## config.mk

```make
export PLATFORM = sky130hd
export DESIGN_NAME = range_sum_sequencer_flat
export DESIGN_NICKNAME = d
export VERILOG_FILES = /design/src/rtl/range_sum_sequencer_if.sv /design/src/rtl/range_sum_sequencer.sv /design/src/flat_wrapper.sv
export SDC_FILE = /design/constraint.sdc
export NUM_CORES = 1
export LEC_CHECK = 0
export ABC_CLOCK_PERIOD_IN_PS = 3340
export BUFFER_PORTS_ARGS = -buffer_cell sky130_fd_sc_hd__buf_2
export CAP_MARGIN = 20
export CORE_MARGIN = 2
export CORE_UTILIZATION = 55
export DETAILED_ROUTE_END_ITERATION = 10
export PLACE_DENSITY = 0.8
export SETUP_SLACK_MARGIN = 0.3
export SLEW_MARGIN = 40
export SYNTH_ARGS = -nofsm -noshare
export SYNTH_HDL_FRONTEND = slang
export SYNTH_SLANG_ARGS = --single-unit
```

## constraint.sdc

```tcl
create_clock -name CLK100MHZ -period 3.34 [get_ports CLK100MHZ]
set_clock_uncertainty 0.2 [all_clocks]
set_input_delay 0.668 -clock CLK100MHZ [delete_from_list [all_inputs] [get_ports CLK100MHZ]]
set_output_delay 0.668 -clock CLK100MHZ [all_outputs]
set_load 0.1 [all_outputs]
```

## src/rtl/range_sum_sequencer_if.sv

```systemverilog
// Request/grant and result bus between the range-sum front-ends and the shared sequencer.
interface range_sum_sequencer_if #(
   parameter int unsigned NREQ = 2
);
   logic [31:0]       I;
   logic [NREQ-1:0]   req;
   logic [6*NREQ-1:0] contr;
   logic [NREQ-1:0]   gnt;
   logic              busy;
   logic [7:0]        Y;
   logic              valid;
   logic [1:0]        owner;

   modport master (
      output I, req, contr,
      input  gnt, busy, Y, valid, owner
   );

   modport slave (
      input  I, req, contr,
      output gnt, busy, Y, valid, owner
   );
endinterface

```

## src/rtl/range_sum_sequencer.sv

```systemverilog
// Round-robin arbitrated nibble range-sum engine: one shared 4-bit adder walks
// the granted requester's range one nibble per clock and returns an 8-bit sum.
module range_sum_sequencer #(
   parameter int unsigned NREQ = 2
) (
   input  logic                  CLK100MHZ,
   input  logic                  BTNC,
   input  logic                  BTNU,
   range_sum_sequencer_if.slave  bus
);

   localparam int unsigned NW = 4;
   localparam int unsigned AW = 7;

   typedef enum logic [0:0] {
      IDLE = 1'b0,
      ACC  = 1'b1
   } state_t;

   state_t          state_q;
   logic [1:0]      ptr_q;
   logic [31:0]     ireg_q;
   logic [2:0]      idx_q;
   logic [2:0]      hi_q;
   logic [AW-1:0]   acc_q;
   logic [1:0]      cur_q;
   logic [NREQ-1:0] gnt_q;
   logic            busy_q;
   logic [7:0]      y_q;
   logic            valid_q;
   logic [1:0]      owner_q;

   logic            found_d;
   logic [1:0]      pick_d;
   logic [NREQ-1:0] gnt_d;
   logic [2:0]      a_d;
   logic [2:0]      b_d;
   logic [2:0]      lo_d;
   logic [2:0]      hi_d;
   logic [1:0]      ptr_d;
   logic [NW-1:0]   nib_d;
   logic [AW-1:0]   sum_d;

   // Round-robin pick starting at ptr, endpoint ordering and the accumulator step.
   always_comb begin
      found_d = 1'b0;
      pick_d  = '0;
      for (int i = 0; i < int'(NREQ); i++) begin
         for (int j = 0; j < int'(NREQ); j++) begin
            if (!found_d && bus.req[j] && (j == ((int'(ptr_q) + i) % int'(NREQ)))) begin
               found_d = 1'b1;
               pick_d  = 2'(j);
            end
         end
      end

      gnt_d = '0;
      a_d   = '0;
      b_d   = '0;
      for (int j = 0; j < int'(NREQ); j++) begin
         if (2'(j) == pick_d) begin
            gnt_d[j] = 1'b1;
            a_d      = bus.contr[6*j+3 +: 3];
            b_d      = bus.contr[6*j +: 3];
         end
      end

      lo_d  = (a_d < b_d) ? a_d : b_d;
      hi_d  = (a_d < b_d) ? b_d : a_d;
      ptr_d = 2'((int'(pick_d) + 1) % int'(NREQ));
      nib_d = ireg_q[{idx_q, 2'b00} +: NW];
      sum_d = acc_q + AW'(nib_d);
   end

   // Sequencer FSM: grant and latch in IDLE, one nibble per clock in ACC.
   always_ff @(posedge CLK100MHZ or posedge BTNC) begin
      if (BTNC) begin
         state_q <= IDLE;
         ptr_q   <= '0;
         ireg_q  <= '0;
         idx_q   <= '0;
         hi_q    <= '0;
         acc_q   <= '0;
         cur_q   <= '0;
         gnt_q   <= '0;
         busy_q  <= 1'b0;
         y_q     <= '0;
         valid_q <= 1'b0;
         owner_q <= '0;
      end else begin
         gnt_q   <= '0;
         valid_q <= 1'b0;
         if (BTNU) begin
            // Abort keeps ptr, so the interrupted requester gives up its turn.
            state_q <= IDLE;
            acc_q   <= '0;
            y_q     <= '0;
            busy_q  <= 1'b0;
         end else begin
            case (state_q)
               IDLE: begin
                  if (found_d) begin
                     gnt_q   <= gnt_d;
                     ireg_q  <= bus.I;
                     idx_q   <= lo_d;
                     hi_q    <= hi_d;
                     acc_q   <= '0;
                     cur_q   <= pick_d;
                     ptr_q   <= ptr_d;
                     busy_q  <= 1'b1;
                     state_q <= ACC;
                  end
               end
               ACC: begin
                  acc_q <= sum_d;
                  if (idx_q == hi_q) begin
                     y_q     <= {1'b0, sum_d};
                     owner_q <= cur_q;
                     valid_q <= 1'b1;
                     busy_q  <= 1'b0;
                     state_q <= IDLE;
                  end else begin
                     idx_q <= idx_q + 3'd1;
                  end
               end
               default: begin
                  state_q <= IDLE;
                  busy_q  <= 1'b0;
               end
            endcase
         end
      end
   end

   assign bus.gnt   = gnt_q;
   assign bus.busy  = busy_q;
   assign bus.Y     = y_q;
   assign bus.valid = valid_q;
   assign bus.owner = owner_q;

endmodule

```

## src/flat_wrapper.sv

```systemverilog
// flat-port wrapper written by rule: the top's interface ports become plain ports
module range_sum_sequencer_flat 
#(
   parameter int unsigned NREQ = 2
)
  (CLK100MHZ, BTNC, BTNU, bus_I, bus_req, bus_contr, bus_gnt, bus_busy, bus_Y, bus_valid, bus_owner);
  range_sum_sequencer_if #(.NREQ(NREQ)) bus_i ();
  input  logic CLK100MHZ;
  input  logic BTNC;
  input  logic BTNU;
  input wire logic [$bits(bus_i.I)-1:0] bus_I;
  input wire logic [$bits(bus_i.req)-1:0] bus_req;
  input wire logic [$bits(bus_i.contr)-1:0] bus_contr;
  output wire logic [$bits(bus_i.gnt)-1:0] bus_gnt;
  output wire logic [$bits(bus_i.busy)-1:0] bus_busy;
  output wire logic [$bits(bus_i.Y)-1:0] bus_Y;
  output wire logic [$bits(bus_i.valid)-1:0] bus_valid;
  output wire logic [$bits(bus_i.owner)-1:0] bus_owner;
  assign bus_i.I = bus_I;
  assign bus_i.req = bus_req;
  assign bus_i.contr = bus_contr;
  assign bus_gnt = bus_i.gnt;
  assign bus_busy = bus_i.busy;
  assign bus_Y = bus_i.Y;
  assign bus_valid = bus_i.valid;
  assign bus_owner = bus_i.owner;
  range_sum_sequencer #(.NREQ(NREQ)) u_core (.CLK100MHZ(CLK100MHZ), .BTNC(BTNC), .BTNU(BTNU), .bus(bus_i));
endmodule
```

==> results_dict.tcl <==
set metrics [dict create \
    status "complete, no violations" \
    wirelength_mm 6.35 \
    die_y_um 78.3 \
    via_count 2401 \
    htree_levels 3 \
    routed_via_density 5.27 \
    grt_first_pass_wirelength_mm 10.9 \
    cp-end-kind "register" \
    power.internal_mw 1.90 \
    yosys-top-cells-area "dfrtp_1 (49%), nand2_1 (14%), mux4_2 (5.9%)" \
    seq_area_sq_um 1500 \
    io_pins 63 \
    grt_usage_pct 23.3 \
    gp_congestion 0.888 \
    setup_viol 0 \
    power_density_nw_per_um2 870 \
    final_cells 456 \
    clk_pin_slew_ns 0.06 \
    synth_flop_cell "dfrtp_1" \
    startpoint_type "register" \
    placed_cell_area_sq_um 3410 \
    gr-total-overflow 0 \
    cts_tree "yes" \
    layout_worst_path_cycle_share_pct 87.4 \
    synth_xor_area_share_pct 2.02 \
    p_comb_share_pct 43.2 \
    ctsHoldBuffers 0 \
    synth_simple_gate_area_share_pct 19.5 \
    min_path_type "input port to async pin" \
    clock_latency_ns 0.34 \
    netlist.area_leader.share_pct 49.5 \
    synth_edf_count 0 \
    coreArea_sq_um 5410 \
    synth.distinct_cells 43 \
    synthMuxAreaShare_pct 11.3 \
    drive_above_1_share_pct 27.9 \
    synth_compound_area_share_pct 9.60 \
    grt_pass1_vias 2369 \
    p_leak_nw 1.97 \
    synth_warnings 0 \
    synth_commonest_cells "nand2_1 (117), dfrtp_1 (60), nor2_1 (19), inv_1 (10)" \
    syn_to_final_growth_pct 20.0 \
    netSwitchingFraction_pct 40.0 \
    fp.dieW_um 78.3 \
    cts-root-buf "clkbuf_8" \
    yosysSeqAreaShare_pct 49.5 \
    vdd_ir_drop_max_mv 0.369 \
    power_switching_mw 1.27 \
    place_inst 437 \
    maxSlewHeadroom_pct 57.1 \
    rows 27 \
    max_freq_mhz 342 \
    clock_sinks 60 \
    report.final.slew_viol_count 0 \
    postSynthCellCount 314 \
    synth.cell_area_sq_um 3040 \
    drt_iter0_drc 99 \
    portBuffers 60 \
    synth.largest_area_cell "dfrtp_1" \
    required_ns 3.39 \
    critPathArrivalTime_ns 2.97 \
    routedWlPerCell_um 13.9 \
    critical_path_class "register to register" \
    synth_fa_ha_area_share_pct 4.37 \
    stdcell_area_sq_um 3640 \
    power_frac_seq_pct 38.0 \
    fillers 441 \
    antenna_found_initial 0 \
    nets 438 \
    cts_buffer_depth 2 \
    crit_fanout 7 \
    synth-seq-cells 60 \
    ant_nets 0 \
    cap_violations 0 \
    antennaDiodeCount 0 \
    yosys.cell_count.top_type "nand2_1" \
    ys_async_sr_fraction_pct 100 \
    rsz0062_at_grt "no" \
    first_pass_iters 4 \
    grt_max_degree 37 \
    synth_top_family_by_area "simple AND/OR/NAND/NOR gates" \
    numCtsBuffers 9 \
    fin_util_pct 67.4 \
    p_clk_share_pct 18.9 \
    min_period_ns 2.92 \
    worst_pin_slew_ns 0.643 \
    dpl.hpwl_mm 4.58 \
    dieArea_sq_um 6130 \
    drc 0 \
    finalSetupTns_ns 0 \
    start_util_pct 56.2 \
    multi_input_area_sq_um 1450 \
    avgSynthCellArea_sq_um 9.67 \
    hold_viol 0 \
]
worst paths after layout:
kind / cells past startpoint / slack, ns / endpoint / startpoint
setup / recovery: 10 / 0.42 / u_core.idx_q[1]$_DFFE_PP0P_ / u_core.ptr_q[0]$_DFFE_PP0P_
hold / removal: 2 / 0.21 / u_core.bus.Y[0]$_DFFE_PP0P_ / BTNC
setup reg to reg: 10 / 0.42 / u_core.idx_q[1]$_DFFE_PP0P_ / u_core.ptr_q[0]$_DFFE_PP0P_
hold reg to reg: 2 / 0.27 / u_core.ireg_q[31]$_DFFE_PP0P_ / u_core.ireg_q[31]$_DFFE_PP0P_
max in group asynchronous: 3 / 2.13 / u_core.idx_q[0]$_DFFE_PP0P_ / BTNC
min in group CLK100MHZ: 2 / 0.27 / u_core.ireg_q[31]$_DFFE_PP0P_ / u_core.ireg_q[31]$_DFFE_PP0P_
registers in the layout (all words and copies together), names as in the netlist, 2 cells and up:
signal / flops
u_core.idx_q: 3
u_core.hi_q: 3
u_core.ireg_q: 32
u_core.bus.Y: 7
u_core.acc_q: 7
u_core.bus.gnt: 2
layout make-up:
cell class	count	share of cell area (%)
flip-flops and latches	60	41.3
repair buffers	69	10.5
inverters	10	1.03
clock buffers	15	4.84
multi-input cells	229	39.7
well taps	72	2.47
clock inverters	1	0.137
kinds of logic after synthesis:
kind of cell	after synthesis
AOI/OAI and AO/OA	38
xor gates and xnor gates	7
adders and majority gates	10
buffers and inverters	26
DFF	60
muxes	23
other	1
and+or+nand+nor	149
timing repair:
action / in CTS / in global routing
gates resized for setup: 2 / 5
setup endpoints to repair: 1 / 4
buffers inserted: 0 / 3
hold endpoints to repair: 0 / 0
pin swaps: 0 / 1
cloned: 0 / 0
layout by cell type (no fill, tap or decap), types with 2 or more instances in the layout:
cell type and count:
dfrtp_1 58, buf_2 60, conb_1 2, buf_4 7, nand2_1 117, o21a_1 2
a22o_1 4, a21o_1 4, xnor2_1 6, mux2i_1 8, clkbuf_8 12, ha_1 9
dfrtp_2 2, mux4_2 8, mux2_2 5, a21oi_1 6, a221o_1 3, nor3_1 2
inv_1 9, and3_1 3, nor2_1 19, o21ai_0 8, clkbuf_1 3
power by group through the flow:
stage / Combinational, mW / Clock [mW] / Sequential, mW
2_1_floorplan: 0.951 / 0 / 1.29
3_3_place_gp: 1.29 / 0 / 1.20
3_5_place_dp: 1.32 / 0 / 1.21
4_1_cts: 1.32 / 0.614 / 1.21
5_1_grt: 1.52 / 0.645 / 1.24
6_report: 1.37 / 0.598 / 1.20
metal layers:
layer	wire length, um	share of wire (%)	global-route usage, %
met5	0	0	0
met3	260	4.1	4.48
met4	152	2.4	11.6
met1	2840	45	30.5
met2	3100	49	37.2
per-stage QoR:
stage,worst slack (ns),total power [mW],hold slack [ns]
after global placement,0.173,2.49,0.255
after CTS,0.320,3.14,0.216
after floorplan,0.341,2.24,0.240
final,0.420,3.17,0.214
after global routing,0.261,3.41,0.258
after detailed placement,0.0924,2.53,0.258
critical path: stages, from the launching register on:
cell	delay (ns)
dfrtp_1	0.38
nand2b_2	0.23
nand2_4	0.16
mux2i_4	0.26
inv_1	0.07
ha_1	0.33
inv_1	0.05
a221o_1	0.30
a32oi_4	0.27
mux2_4	0.33
a221oi_2	0.25
Power figures use the tool's default switching activity.
